$ cat src/rtl/multu_unit.sv
// Radix-2 shift-add unsigned multiplier producing HI/LO; WIDTH cycles from acceptance to result.
// Stalls the PC only when multu/mfhi/mflo arrives while a product is still in flight.
module multu_unit #(
  parameter int WIDTH = 32
) (
  input  logic             clk,
  input  logic             reset,
  input  logic             start,
  input  logic             mfhi,
  input  logic             mflo,
  input  logic [WIDTH-1:0] srca,
  input  logic [WIDTH-1:0] srcb,
  output logic             busy,
  output logic             stall,
  output logic [WIDTH-1:0] hi,
  output logic [WIDTH-1:0] lo,
  output logic [WIDTH-1:0] hilo_out
);

  localparam int CW = $clog2(WIDTH + 1);

  typedef enum logic {S_IDLE, S_RUN} state_t;

  state_t           r_state;
  logic             r_busy;
  logic [WIDTH-1:0] r_hi;
  logic [WIDTH-1:0] r_lo;
  logic [WIDTH:0]   r_acc;
  logic [WIDTH-1:0] r_mplr;
  logic [WIDTH-1:0] r_mcand;
  logic [CW-1:0]    r_cnt;

  logic [WIDTH:0]     w_addend;
  logic [WIDTH:0]     w_sum;
  logic [2*WIDTH:0]   w_shift;

  // acc[WIDTH] is always 0 after a shift, so the sum cannot overflow WIDTH+1 bits.
  assign w_addend = r_mplr[0] ? {1'b0, r_mcand} : '0;
  assign w_sum    = r_acc + w_addend;
  assign w_shift  = {w_sum, r_mplr} >> 1;

  always_ff @(posedge clk) begin
    if (reset) begin
      r_state <= S_IDLE;
      r_busy  <= 1'b0;
      r_hi    <= '0;
      r_lo    <= '0;
      r_acc   <= '0;
      r_mplr  <= '0;
      r_mcand <= '0;
      r_cnt   <= '0;
    end else begin
      case (r_state)
        S_IDLE: begin
          if (start) begin
            r_mcand <= srca;
            r_mplr  <= srcb;
            r_acc   <= '0;
            r_cnt   <= CW'(WIDTH);
            r_busy  <= 1'b1;
            r_state <= S_RUN;
          end
        end
        S_RUN: begin
          r_acc  <= w_shift[2*WIDTH:WIDTH];
          r_mplr <= w_shift[WIDTH-1:0];
          r_cnt  <= r_cnt - CW'(1);
          if (r_cnt == CW'(1)) begin
            r_hi    <= w_shift[2*WIDTH-1:WIDTH];
            r_lo    <= w_shift[WIDTH-1:0];
            r_busy  <= 1'b0;
            r_state <= S_IDLE;
          end
        end
        default: r_state <= S_IDLE;
      endcase
    end
  end

  assign busy     = r_busy;
  assign hi       = r_hi;
  assign lo       = r_lo;
  assign stall    = r_busy & (start | mfhi | mflo);
  assign hilo_out = mfhi ? r_hi : r_lo;

endmodule

$ cat config.mk
export PLATFORM = sky130hd
export DESIGN_NAME = multu_unit
export DESIGN_NICKNAME = d
export VERILOG_FILES = /design/src/rtl/multu_unit.sv
export SDC_FILE = /design/constraint.sdc
export NUM_CORES = 1
export LEC_CHECK = 0
export ABC_CLOCK_PERIOD_IN_PS = 3550
export CORE_ASPECT_RATIO = 2
export CORE_UTILIZATION = 31
export DETAILED_ROUTE_END_ITERATION = 12
export PLACE_DENSITY = 0.56
export REMOVE_ABC_BUFFERS = 1
export SLEW_MARGIN = 20
export SYNTH_ARGS = -nofsm -noshare
export SYNTH_HDL_FRONTEND = slang
export SYNTH_SLANG_ARGS = --single-unit
$ cat constraint.sdc
create_clock -name clk -period 3.55 [get_ports clk]
set_input_delay 0.71 -clock clk [delete_from_list [all_inputs] [get_ports clk]]
set_output_delay 0.71 -clock clk [all_outputs]
set_load 0.01 [all_outputs]
==> results.toml <==
[floorplan]
fp.dieH_um = 241
initial_core_util = 0.315
die_x_um = 121
core_um2 = 28100
die_area_um2 = 29200
ios = 167
rows = 87

[worst_setup_path]
crit_path_max_fanout = 31
slowest_delay_ps = 480
startpoint_type = "flip-flop"
cp.arrival_ps = 3440
crit_chain = "buf_4, and2_1, ha_1, a21oi_4, o21ai_0, a21oi_1, a31oi_1, or4_1, and3_1, a22o_1"
path_class = "reg2reg"
cp-end-kind = "flip-flop"
cpMaxStageDelayCell = "or4_1"
worstPathRequired_ps = 3890

[sta]
drv_slew = 0
worst_slew_pin_slew_ps = 893
fin_hold_ws_ps = 448
skew_ps = 11.4
max_freq_ghz = 0.323
rsz0062_at_grt = "no"
period_share = 0.872
slew_headroom = 0.404
period_minus_slack_ps = 3090
setup_viol = 0
report.final.hold_viol_count = 0

[final_layout]
area_delta_synth_final_pct = 29.1
post-route-util = 0.406
instances_no_fill = 1615
layout-drive-gt1-share = 0.0851
fillers = 2943
nets = 1350

[logic_synthesis]
netlist_instances = 1118
synth_edf_count = 0
yosysSeqAreaShare = 0.381
ys_top_cells_by_area = "dfxtp_1 38%, a21oi_1 8.8%, nand2_1 8.6%"
synth.avg_cell_area_um2 = 7.91
ys_types = 71
synth_ff_type = "dfxtp_1"
synth_area_leader_cell = "dfxtp_1"
yosysTopAreaCellShare = 0.381
synth-seq-cells = 168
yosys_warnings = 0
synth-async-reset-ratio = 0
synthesis.area_um2 = 8840

[power_and_ir_drop]
switchingPower_mw = 1.09
combPwrFrac = 0.100
p_leak_nw = 4.37
seqPwrFrac = 0.472
ir_drop_v = 0.000311
clkPwrFrac = 0.428
powerDensity_nw_per_um2 = 369
p_sw_frac = 0.260
intPower_mw = 3.11

[route]
num_vias = 8505
ant_nets = 0
drt_iter0_drc = 371
vias_per_cell = 5.27
routed_wl_mm = 31.9
first_pass_iters = 6
route.detailed.drc = 0
wl_per_cell_um = 19.7

[clock_tree]
cts-hold-fix-buffers = 0
post_cts_buffers = 0
worstSkewPairLatency_ps = 450
htree_levels = 4
postCtsResizedCells = 0
tritoncts = "done"
clk_path_buf_depth = 2
numCtsBuffers = 17
clock-sinks = 168
cts_root_buf = "clkbuf_16"
clk_pin_slew_ps = 70

[global_routing]
grt_usage = 0.221
antenna_found_initial = 1
grt_pass1_wl_mm = 47.6
grt_pass1_vias = 8402
grt_max_degree = 126
globalRouteOverflowTotal = 0

[run]
cap_viol_max_count = 0

[placed_design]
gp_congestion = 0.946
numPortBuffers = 166
dp_hpwl_mm = 23.8
place_inst = 1583

[outcome]
outcome = "complete, no violations"

[worst_hold_path]
hold_class = "reg2reg"
==> metrics by stage <==
| step | setup slack, ps | TNS, ps | area [um^2] | power, mW |
|---|---|---|---|---|
| 3_5_place_dp | 495 | 0 | 10800 | 2.45 |
| 6_report | 456 | 0 | 11400 | 4.21 |
| 4_1_cts | 478 | 0 | 11400 | 4.25 |
| 2_1_floorplan | -1710 | -75890 | 8520 | 2.21 |
| 5_1_grt | 219 | 0 | 11400 | 4.37 |
| 3_3_place_gp | 522 | 0 | 10800 | 2.45 |
==> worst paths after layout <==
kind	end	cells after the start	slack (ps)	from
worst max-delay path	r_acc[28]	10	460	r_mplr[0]
worst min-delay path	r_mcand[17]	2	450	r_mcand[17]
worst max register to register	r_acc[28]	10	460	r_mplr[0]
worst min register to register	r_mcand[17]	2	450	r_mcand[17]
==> final cells by class <==
type                    instances  area (um^2)  share of cell area
well taps                     356          445              0.0390
inverters                      11         41.3             0.00362
diodes                          1         2.50            0.000219
repair buffers                189         1870               0.164
multi-input cells             859         5120               0.449
clock inverters                 8         61.3             0.00537
clock buffers                  23          498              0.0437
flip-flops and latches        168         3360               0.295
==> critical path: cells and delay by family, from the launching register on <==
| kind | cells | cell delay (ps) |
|---|---|---|
| AOI/OAI and AO/OA | 5 | 1120 |
| adders and majority gates | 1 | 350 |
| buffers and inverters | 1 | 280 |
| DFF | 1 | 340 |
| and+or+nand+nor | 3 | 880 |
==> per-layer routing <==
| layer | global-route usage | part of all wire | vias to the layer above |
|---|---|---|---|
| li1 | - | - | 4171 |
| met1 | 0.202 | 0.33 | 4053 |
| met2 | 0.431 | 0.58 | 201 |
| met3 | 0.0307 | 0.027 | 80 |
| met4 | 0.162 | 0.065 | 0 |
| met5 | 0 | 0 | - |
==> synthesized netlist by cell type, types with 2 or more instances <==
master,count
a211oi_1,5
a211oi_2,2
a21o_1,12
a21oi_1,156
a22o_1,5
a22oi_1,3
a31o_2,2
a31oi_1,5
a32o_1,5
and2_1,34
and3_1,5
and3_4,2
and4_1,3
buf_1,18
buf_2,6
clkbuf_1,55
dfxtp_1,168
ha_1,34
inv_1,10
mux2_2,32
mux2i_1,38
nand2_1,202
nand2b_1,5
nand3_1,26
nand4_1,20
nor2_1,103
nor2b_1,3
nor3_1,23
nor3b_1,5
o2111ai_1,4
o211ai_1,7
o211ai_2,2
o21a_1,4
o21ai_0,36
o21ai_1,7
o21bai_1,4
o311ai_0,2
o31a_1,4
or3_1,10
or4_1,3
xnor2_1,14
xor2_1,5
==> layout by cell type (no fill, tap or decap), drive strengths merged, types with 5 or more instances in the layout <==
cell type,synthesis,routed
a32o,5,5
nand4,20,20
dfxtp,168,168
o21ai,44,44
clkbuf,55,23
ha,34,34
a211oi,7,7
mux2i,38,38
inv,10,13
and3,7,7
nand2,202,202
buf,25,26
xnor2,14,14
nand3,26,26
clkdlybuf4s50,0,163
or3,11,11
a31oi,5,5
nor3,24,24
xor2,5,5
a21o,12,12
and2,34,34
nor2,103,103
nor3b,5,5
nand2b,5,5
mux2,32,32
a21oi,158,158
a22o,5,5
o211ai,9,9
==> state kept, by name, indices dropped and copies added (netlist names) <==
| register | cells |
|---|---|
| hi | 32 |
| lo | 32 |
| r_acc | 32 |
| r_mcand | 32 |
| r_mplr | 32 |
| r_cnt | 6 |
| busy | 1 |
| r_state | 1 |
==> cells by family (layout without fill, tap and decap cells) <==
| kind of cell | count (synthesis) | in the layout | share of synthesized area |
|---|---|---|---|
| compound gates | 282 | 282 | 0.193 |
| xor+xnor | 19 | 19 | 0.0188 |
| fa+ha+maj | 35 | 35 | 0.0504 |
| buf+inv | 91 | 231 | 0.0403 |
| flops | 168 | 168 | 0.381 |
| mux | 70 | 70 | 0.0838 |
| other cells | 0 | 1 | 0 |
| simple gates | 453 | 453 | 0.233 |
==> power by group through the flow <==
stage / Sequential, mW / Combinational (mW) / Clock [mW]
3_5_place_dp: 2.03 / 0.424 / 0
5_1_grt: 1.99 / 0.463 / 1.92
3_3_place_gp: 2.03 / 0.421 / 0
4_1_cts: 1.98 / 0.426 / 1.84
2_1_floorplan: 2.03 / 0.179 / 0
6_report: 1.98 / 0.420 / 1.80
Power figures use the tool's default switching activity.
